==> src/rtl/glitch_pkg.sv <==
// Shared types and constants for the glitcher datapath: FSM state encoding,
// default counter widths and trigger polarity codes.
package glitch_pkg;

    typedef enum logic [2:0] {
        IDLE,
        RESET,
        WAIT_TRIG,
        DELAY,
        PULSE,
        GAP
    } state_t;

    localparam int DEFAULT_DELAY_W = 32;
    localparam int DEFAULT_WIDTH_W = 16;
    localparam int DEFAULT_COUNT_W = 8;

    localparam logic EDGE_RISE = 1'b0;
    localparam logic EDGE_FALL = 1'b1;

endpackage

==> src/rtl/trigger_sync.sv <==
// Two-flop synchronizer for an asynchronous pin followed by a polarity-selectable
// edge detector; emits a 1-cycle strobe only while enabled.
module trigger_sync
    import glitch_pkg::*;
(
    input  logic clk,
    input  logic rst,
    input  logic i_trig,
    input  logic i_edge_sel,
    input  logic i_en,
    output logic o_edge
);

    logic r_meta;
    logic r_sync;
    logic r_prev;
    logic w_rise;
    logic w_fall;

    // NOTE: sequential state uses non-blocking assignments so every flop samples
    // the pre-edge value of its neighbour; blocking here would collapse the chain.
    always_ff @(posedge clk or posedge rst) begin
        if (rst) begin
            r_meta <= 1'b0;
            r_sync <= 1'b0;
            r_prev <= 1'b0;
        end else begin
            r_meta <= i_trig;
            r_sync <= r_meta;
            r_prev <= r_sync;
        end
    end

    assign w_rise = r_sync & ~r_prev;
    assign w_fall = ~r_sync & r_prev;
    assign o_edge = i_en & ((i_edge_sel == EDGE_FALL) ? w_fall : w_rise);

endmodule

==> src/rtl/glitch_sequencer.sv <==
// Sequences one glitch attempt: optional target reset, wait for trigger edge,
// programmable delay, then a burst of pulses with programmable width and gap.
module glitch_sequencer
    import glitch_pkg::*;
#(
    parameter int DELAY_W = DEFAULT_DELAY_W,
    parameter int WIDTH_W = DEFAULT_WIDTH_W,
    parameter int COUNT_W = DEFAULT_COUNT_W
) (
    input  logic               clk,
    input  logic               rst,
    input  logic [WIDTH_W-1:0] cfg_reset_i,
    input  logic               cfg_edge_i,
    input  logic [DELAY_W-1:0] cfg_delay_i,
    input  logic [WIDTH_W-1:0] cfg_width_i,
    input  logic [WIDTH_W-1:0] cfg_gap_i,
    input  logic [COUNT_W-1:0] cfg_repeat_i,
    input  logic [DELAY_W-1:0] cfg_timeout_i,
    input  logic               arm_i,
    input  logic               abort_i,
    input  logic               trigger_i,
    output logic               target_reset_o,
    output logic               pulse_o,
    output logic               pulse_en_o,
    output logic               busy_o,
    output logic               done_o,
    output logic               timeout_o
);

    typedef struct packed {
        logic [WIDTH_W-1:0] reset_hold;
        logic               edge_sel;
        logic [DELAY_W-1:0] delay;
        logic [WIDTH_W-1:0] width;
        logic [WIDTH_W-1:0] gap;
        logic [COUNT_W-1:0] repeat_n;
        logic [DELAY_W-1:0] timeout;
    } cfg_t;

    state_t             r_state;
    state_t             w_next;
    cfg_t               r_cfg;
    cfg_t               w_cfg_in;
    cfg_t               w_cfg;
    logic [DELAY_W-1:0] r_cnt;
    logic [DELAY_W-1:0] w_cnt_next;
    logic [COUNT_W-1:0] r_pcnt;
    logic [COUNT_W-1:0] w_pcnt_next;
    logic               w_done_next;
    logic               w_timeout_next;
    logic               w_edge;
    logic               w_accept_arm;

    logic r_target_reset;
    logic r_pulse;
    logic r_pulse_en;
    logic r_busy;
    logic r_done;
    logic r_timeout;

    // Counter preload for a phase of max(cycles,1) cycles: the phase ends when
    // the down-counter is observed at zero.
    function automatic logic [DELAY_W-1:0] span_load(input logic [WIDTH_W-1:0] cycles);
        return (cycles == '0) ? '0 : DELAY_W'(cycles - WIDTH_W'(1));
    endfunction

    function automatic logic [DELAY_W-1:0] timeout_load(input logic [DELAY_W-1:0] cycles);
        return (cycles == '0) ? '0 : cycles - DELAY_W'(1);
    endfunction

    assign w_cfg_in = '{
        reset_hold: cfg_reset_i,
        edge_sel:   cfg_edge_i,
        delay:      cfg_delay_i,
        width:      cfg_width_i,
        gap:        cfg_gap_i,
        repeat_n:   cfg_repeat_i,
        timeout:    cfg_timeout_i
    };

    // In IDLE the live inputs feed the first-phase counter load; afterwards only
    // the shadow copy is used, so host-side cfg changes cannot disturb an attempt.
    assign w_cfg        = (r_state == IDLE) ? w_cfg_in : r_cfg;
    assign w_accept_arm = (r_state == IDLE) && arm_i && !abort_i;

    trigger_sync u_trigger_sync (
        .clk        (clk),
        .rst        (rst),
        .i_trig     (trigger_i),
        .i_edge_sel (w_cfg.edge_sel),
        .i_en       (r_state == WAIT_TRIG),
        .o_edge     (w_edge)
    );

    // NOTE: every signal driven here gets a default first; any path that left one
    // unassigned would infer a latch.
    always_comb begin
        w_next         = r_state;
        w_cnt_next     = r_cnt;
        w_pcnt_next    = r_pcnt;
        w_done_next    = 1'b0;
        w_timeout_next = 1'b0;

        unique case (r_state)
            IDLE: begin
                if (arm_i) begin
                    w_pcnt_next = (w_cfg.repeat_n == '0) ? '0 : w_cfg.repeat_n - COUNT_W'(1);
                    if (w_cfg.reset_hold == '0) begin
                        w_next     = WAIT_TRIG;
                        w_cnt_next = timeout_load(w_cfg.timeout);
                    end else begin
                        w_next     = RESET;
                        w_cnt_next = span_load(w_cfg.reset_hold);
                    end
                end
            end
            RESET: begin
                if (r_cnt == '0) begin
                    w_next     = WAIT_TRIG;
                    w_cnt_next = timeout_load(w_cfg.timeout);
                end else begin
                    w_cnt_next = r_cnt - DELAY_W'(1);
                end
            end
            WAIT_TRIG: begin
                if (w_edge) begin
                    w_next     = DELAY;
                    w_cnt_next = w_cfg.delay;
                end else if (w_cfg.timeout != '0) begin
                    if (r_cnt == '0) begin
                        w_next         = IDLE;
                        w_timeout_next = 1'b1;
                    end else begin
                        w_cnt_next = r_cnt - DELAY_W'(1);
                    end
                end
            end
            DELAY: begin
                // Occupies delay+1 cycles so pulse_o rises delay cycles after the
                // fixed 3-cycle synchronizer/detector/register latency.
                if (r_cnt == '0) begin
                    w_next     = PULSE;
                    w_cnt_next = span_load(w_cfg.width);
                end else begin
                    w_cnt_next = r_cnt - DELAY_W'(1);
                end
            end
            PULSE: begin
                if (r_cnt == '0) begin
                    if (r_pcnt != '0) begin
                        w_next      = GAP;
                        w_cnt_next  = span_load(w_cfg.gap);
                        w_pcnt_next = r_pcnt - COUNT_W'(1);
                    end else begin
                        w_next      = IDLE;
                        w_done_next = 1'b1;
                    end
                end else begin
                    w_cnt_next = r_cnt - DELAY_W'(1);
                end
            end
            GAP: begin
                if (r_cnt == '0) begin
                    w_next     = PULSE;
                    w_cnt_next = span_load(w_cfg.width);
                end else begin
                    w_cnt_next = r_cnt - DELAY_W'(1);
                end
            end
            default: begin
                w_next = IDLE;
            end
        endcase

        // Abort overrides arm, trigger edges and counter expiry alike.
        if (abort_i) begin
            w_next         = IDLE;
            w_done_next    = 1'b0;
            w_timeout_next = 1'b0;
        end
    end

    always_ff @(posedge clk or posedge rst) begin
        if (rst) begin
            r_state <= IDLE;
            r_cnt   <= '0;
            r_pcnt  <= '0;
            r_cfg   <= '0;
        end else begin
            r_state <= w_next;
            r_cnt   <= w_cnt_next;
            r_pcnt  <= w_pcnt_next;
            if (w_accept_arm) begin
                r_cfg <= w_cfg_in;
            end
        end
    end

    // Outputs are decoded from the next state and registered, so they change on
    // the same edge as the state and never see an input combinationally.
    always_ff @(posedge clk or posedge rst) begin
        if (rst) begin
            r_target_reset <= 1'b0;
            r_pulse        <= 1'b0;
            r_pulse_en     <= 1'b0;
            r_busy         <= 1'b0;
            r_done         <= 1'b0;
            r_timeout      <= 1'b0;
        end else begin
            r_target_reset <= (w_next == RESET);
            r_pulse        <= (w_next == PULSE);
            r_pulse_en     <= (w_next inside {DELAY, PULSE, GAP});
            r_busy         <= (w_next != IDLE);
            r_done         <= w_done_next;
            r_timeout      <= w_timeout_next;
        end
    end

    assign target_reset_o = r_target_reset;
    assign pulse_o        = r_pulse;
    assign pulse_en_o     = r_pulse_en;
    assign busy_o         = r_busy;
    assign done_o         = r_done;
    assign timeout_o      = r_timeout;

endmodule

==> config.mk <==
export PLATFORM = sky130hd
export DESIGN_NAME = glitch_sequencer
export DESIGN_NICKNAME = d
export VERILOG_FILES = /design/src/rtl/glitch_pkg.sv /design/src/rtl/trigger_sync.sv /design/src/rtl/glitch_sequencer.sv
export SDC_FILE = /design/constraint.sdc
export NUM_CORES = 1
export LEC_CHECK = 0
export BUFFER_PORTS_ARGS = -buffer_cell sky130_fd_sc_hd__buf_2
export CORE_MARGIN = 2
export CORE_UTILIZATION = 40
export CTS_CLUSTER_SIZE = 40
export DETAILED_ROUTE_END_ITERATION = 10
export GPL_ROUTABILITY_DRIVEN = 0
export PLACE_DENSITY = 0.55
export SLEW_MARGIN = 20
export SYNTH_ARGS = -nofsm -noshare
export SYNTH_HDL_FRONTEND = slang
export SYNTH_SLANG_ARGS = --single-unit
==> constraint.sdc <==
create_clock -name clk -period 7.1 [get_ports clk]
set_input_delay 1.065 -clock clk [delete_from_list [all_inputs] [get_ports clk]]
set_output_delay 1.065 -clock clk [all_outputs]
set_load 0.02 [all_outputs]
# After elaboration in Yosys (flattened, before gate mapping)
# Index checks and enable logic that the tools add are counted.
[op_classes]
add_sub_neg = 7
n_eq_ne = 15
muxes = 40
n_bitwise = 5
reduce_logical = 19
[ops]
columns = ["operator", "count"]
rows = [
  ["32-bit two-way mux", 12],
  ["32-bit case mux with 5 select lines", 1],
  ["121-bit two-way mux", 1],
  ["32-bit zero test", 2],
  ["32-bit by 1-bit subtractor with 32-bit output (second input constant)", 2],
  ["16-bit by 1-bit subtractor with 17-bit output (second input constant)", 3],
  ["16-bit zero test", 3],
  ["8-bit two-way mux", 4],
  ["32-bit nonzero test", 1],
  ["3-bit two-way mux", 9],
  ["8-bit case mux with 2 select lines", 1],
  ["8-bit by 1-bit subtractor with 8-bit output (second input constant)", 2],
  ["3-bit case mux with 5 select lines", 1],
  ["3-bit equality test (second input constant)", 4],
  ["1-bit two-way mux", 10],
  ["3-bit by 2-bit equality test with 1-bit output (second input constant)", 3],
  ["3-bit inequality test (second input constant)", 3],
  ["8-bit zero test", 1],
  ["8-bit nonzero test", 1],
  ["3-bit by 1-bit equality test with 1-bit output (second input constant)", 2],
  ["2-bit inequality test (second input constant)", 3],
  ["3-bit nonzero test", 2],
  ["5-bit AND reduction", 1],
  ["5-bit nonzero test", 1],
  ["other kinds (9)", 13],
]
[word_totals]
reg_bits = 173
input_bits = 126
wordCells = 105

# Longest topological paths before layout
[depth]
depth_word = 9
ltp_mapped = 23
mapped_depth_nobuf = 13

# Cells and area by module
# Synthesis repeated with hierarchy kept, for this count alone.
[unflattened]
cells_unflattened = 1366
area_unflattened_um2 = 12426.9
[by_module_without_submodules]
columns = ["mod", "n_inst", "cells_each", "area_per_inst_um2", "seq_area_each_um2"]
rows = [
  ["glitch_sequencer", 1, 1359, 12324.3, 4254.1],
  ["trigger_sync", 1, 7, 102.6, 75.1],
]

# Worst setup path before layout
# Ideal clock, no wire load.
[synth_timing]
path_type = "register -> register"
from = "reg r_state[0]"
to = "reg r_cnt[4]"
arrival_time_ps = 4350
required_ps = 6970
path_slack_ps = 2620
stages_incl_launch_ff = 22
path_cell_list = "dfrtp_1 buf_2 or3_1 buf_2 buf_6 buf_2 buf_6 clkbuf_1 buf_2 nand2_1 nand2_1 inv_1 ha_1 or4b_1 buf_2 nor4_4 o21ai_2 o31ai_4 and3b_1 or4_1 o211ai_2 a31oi_1"
[synth_between]
elab_chain_cells = 7
word_cells_on_any_way = 36
cone_classes = "add/sub: 4; eq/ne: 9; mux: 13; bitwise: 1; reduce/logical: 9"
[synth_rtl]
columns = ["item", "line", "source"]
rows = [
  ["start, declared", "glitch_sequencer.sv:40", "state_t r_state;"],
  ["start signal, assigned", "glitch_sequencer.sv:190", "r_state <= w_next;"],
  ["3-bit zero test", "glitch_sequencer.sv:83, glitch_sequencer.sv:104", ""],
  ["121-bit two-way mux", "glitch_sequencer.sv:83", "assign w_cfg = (r_state == IDLE) ? w_cfg_in : r_cfg;"],
  ["32-bit by 1-bit subtractor with 32-bit output (tied with other cells)", "glitch_sequencer.sv:68", "return (cycles == '0) ? '0 : cycles - DELAY_W'(1);"],
  ["32-bit two-way mux, on equally long branches", "glitch_sequencer.sv:68, glitch_sequencer.sv:64", ""],
  ["32-bit two-way mux, on equally long branches", "glitch_sequencer.sv:108, glitch_sequencer.sv:150", ""],
  ["32-bit two-way mux, on equally long branches", "glitch_sequencer.sv:106, glitch_sequencer.sv:149", ""],
  ["32-bit case mux with 5 select lines", "glitch_sequencer.sv:104", "unique case (r_state)"],
  ["end signal, assigned", "glitch_sequencer.sv:191", "r_cnt <= w_cnt_next;"],
  ["end, declared", "glitch_sequencer.sv:45", "logic [DELAY_W-1:0] r_cnt;"],
]
# Several ways; a longest one is shown, not always the timed one. The select of a mux whose other input is x is not followed.
# A chain may end at the register's enable or synchronous reset.

# Final worst setup path
[layout_timing]
from = "reg r_state[2]"
to = "reg r_cnt[6]"
# The elaborated chain is that of the path after synthesis.

==> run metrics <==
status complete, no violations; asr flop ratio synth 100%; Seq cells post-synth 173; leak pwr 5.65 nW; Place WS 2060 ps; Root Driver clkbuf_16; Fmax 200 MHz; GRT overflow 0; initial antenna violation count 0; # nets final 1581; Design Power 3.36 mW; clock transition at the registers of the reported paths 70 ps; fraction of layout instances using a drive strength above 1 23.5%; DP HPWL 30.3 mm; clock buffer depth 2; Reg2Reg Setup Slack 2100 ps; routed vias 11400; Setup crit end kind register; post-DR wirelength/cell 22.1 µm; top-area cell type share of the netlist area 34.4%; Iter 0 DRT Violations 990; critical path data required time 7440 ps; Mapped Cells 1358; VDD IR-drop max 0.000171 V; clk sinks 173; slowest CP cell a21oi_2; Rows 64; PwrDens 239 nW/µm²; DP Cell Count 1822; unrepaired setup endpoints after global routing false; CTS hold repair buffers 0; P&R area growth vs syn 11.6%; Max Cap Viol 0; post-DR vias/cell 6.14; Post-synth EDFFs 0; setup bufs post-CTS 0; final setup margin 2100 ps; PostCTS Resize Cnt 0; max-slew violation count 0; Worst Skew 11.2 ps; initial core utilization 40.9%; Seq/Total Area, Yosys 34.4%; crit-path max FO 22; Detail Route Antenna Nets 0; Crit path arrival time 5340 ps; # H-tree levels 4; Num CTS Buffers 17; IO Port Bufs 131; area leader, netlist dfrtp_1; router iterations before antenna repair 8; Largest stage delay, worst path 710 ps; slew margin rel. 26.1%; gr usage total 24.9%; DRC viols 0; Min-Delay Path Class register to register; final core occ 45.7%; CTS tree done; filler instances 3081; IO Count 132; Worst-Skew Late Latency 460 ps; Ys Warns 0; CP Class register to register; Ant. Diodes 0; Cell Area, Synth 12600 µm²; Die Span Y 181 µm; pin count of the biggest net entering global routing 115; Die X 181 µm; Synth Area per Inst 9.26 µm²; Main synth FF type dfrtp_1; final setup TNS 0 ps; ranking of synthesized cells by area dfrtp_1 (34%), mux2_2 (11%), mux2i_1 (5.9%), xnor2_1 (4.1%), nor2_1 (3.8%); Startpoint Class register; most common cell after layout, fill and taps aside dfrtp_1; non-filler cells, final 1854; vias in the first global route 10900; most frequent cells in the layout dfrtp_1 (173), buf_2 (131), nor2_1 (128), mux2_2 (126), nand2_1 (88); first-pass GRT wire length 63.9 mm; fin crit period 5000 ps; Tcrit/Tclk final 70.4%; slew at the pin with the worst max-slew slack 1110 ps; final hold violation count 0; post-synth cell types 88; Setup violations, final 0; syn_nets 1494; die area 32900 µm²; core area 30700 µm²; final WL 40.9 mm; crit path cell chain nor3_4 > mux2i_1 > ha_1 > or4b_1 > nor4_2 > o21ai_2 > or3_4 > a21oi_2 > buf_4 > o21ai_0 > a21o_1
## per-stage QoR
step | hold slack (ps) | cell area [µm²]
2_1_floorplan | 331 | 12600
3_3_place_gp | 336 | 13500
3_5_place_dp | 346 | 13500
4_1_cts | 351 | 14000
5_1_grt | 366 | 14000
6_report | 348 | 14000
## layer usage
metal / global-route usage (%) / part of all wire [%] / vias to the layer above
met5: 1.04 / 0.086 / -
met4: 7.64 / 2.2 / 2
met3: 6.51 / 8.6 / 64
met2: 36.1 / 43 / 466
met1: 36.0 / 46 / 5570
li1: - / - / 5283
## synthesized netlist by cell type, types with 12 or more instances
| cell | count |
|---|---|
| dfrtp_1 | 173 |
| nor2_1 | 129 |
| mux2_2 | 126 |
| nand2_1 | 88 |
| nor3_1 | 81 |
| mux2i_1 | 74 |
| a21oi_1 | 63 |
| xnor2_1 | 59 |
| o21ai_0 | 47 |
| xor2_1 | 47 |
| nor4_1 | 45 |
| buf_2 | 43 |
| clkbuf_1 | 21 |
| a211oi_1 | 20 |
| o22ai_1 | 20 |
| or4_1 | 19 |
| or3_1 | 18 |
| nand3_1 | 17 |
| a31oi_1 | 14 |
| a221oi_1 | 13 |
| inv_1 | 12 |
## state kept, by name, indices dropped and copies added, names as in the netlist
signal                 count
u_trigger_sync.r_sync      1
r_cnt                     32
busy_o                     1
target_reset_o             1
done_o                     1
u_trigger_sync.r_meta      1
r_cfg                    121
r_state                    3
r_pcnt                     8
u_trigger_sync.r_prev      1
timeout_o                  1
pulse_o                    1
pulse_en_o                 1
## report_power, final
part	switching, mW	internal, mW	leakage (nW)
Combinational	0.544	0.441	3.30
Sequential	0.250	1.20	2.08
Clock	0.434	0.493	0.274
Total	1.23	2.13	5.65
## cell type report
cell class	count	area (µm²)	area share (%)
Sequential cell	173	4330	30.8
Tap cell	396	495	3.53
Clock inverter	13	114	0.811
Multi-Input combinational cell	1097	7840	55.9
Timing Repair Buffer	144	766	5.46
Clock buffer	19	443	3.16
Inverter	12	50.0	0.357
## path summary, 6_finish.rpt
kind                                            startpoint                         endpoint  depth (start not counted)
setup / recovery                      r_state[2]$_DFF_PP0_             r_cnt[6]$_DFFE_PP0P_                         11
hold / removal             u_trigger_sync.r_meta$_DFF_PP0_  u_trigger_sync.r_sync$_DFF_PP0_                          0
setup reg to reg                      r_state[2]$_DFF_PP0_             r_cnt[6]$_DFFE_PP0P_                         11
hold reg to reg            u_trigger_sync.r_meta$_DFF_PP0_  u_trigger_sync.r_sync$_DFF_PP0_                          0
max in group asynchronous                              rst            r_pcnt[3]$_DFFE_PP0P_                          3
min in group asynchronous                              rst            r_cfg[22]$_DFFE_PP0P_                          2
## cells by family after synthesis
kind of cell             count (synthesis)  synth area share [%]
AO/OA/AOI/OAI                          289                  15.9
XOR/XNOR                               106                  7.38
flip-flops                             173                  34.4
multiplexers                           200                  17.2
adder cells (fa/ha/maj)                 10                 0.995
AND/OR/NAND/NOR                        492                  20.7
buffers and inverters                   88                  3.44
## critical path: cells and delay by family, from the launching register on
family | cells | cell delay [ps]
buffers and inverters | 1 | 390
multiplexers | 1 | 330
adder cells (fa/ha/maj) | 1 | 270
flip-flops | 1 | 580
AO/OA/AOI/OAI | 4 | 1320
AND/OR/NAND/NOR | 4 | 1960
Note: power is estimated with default switching activity, not from simulation.
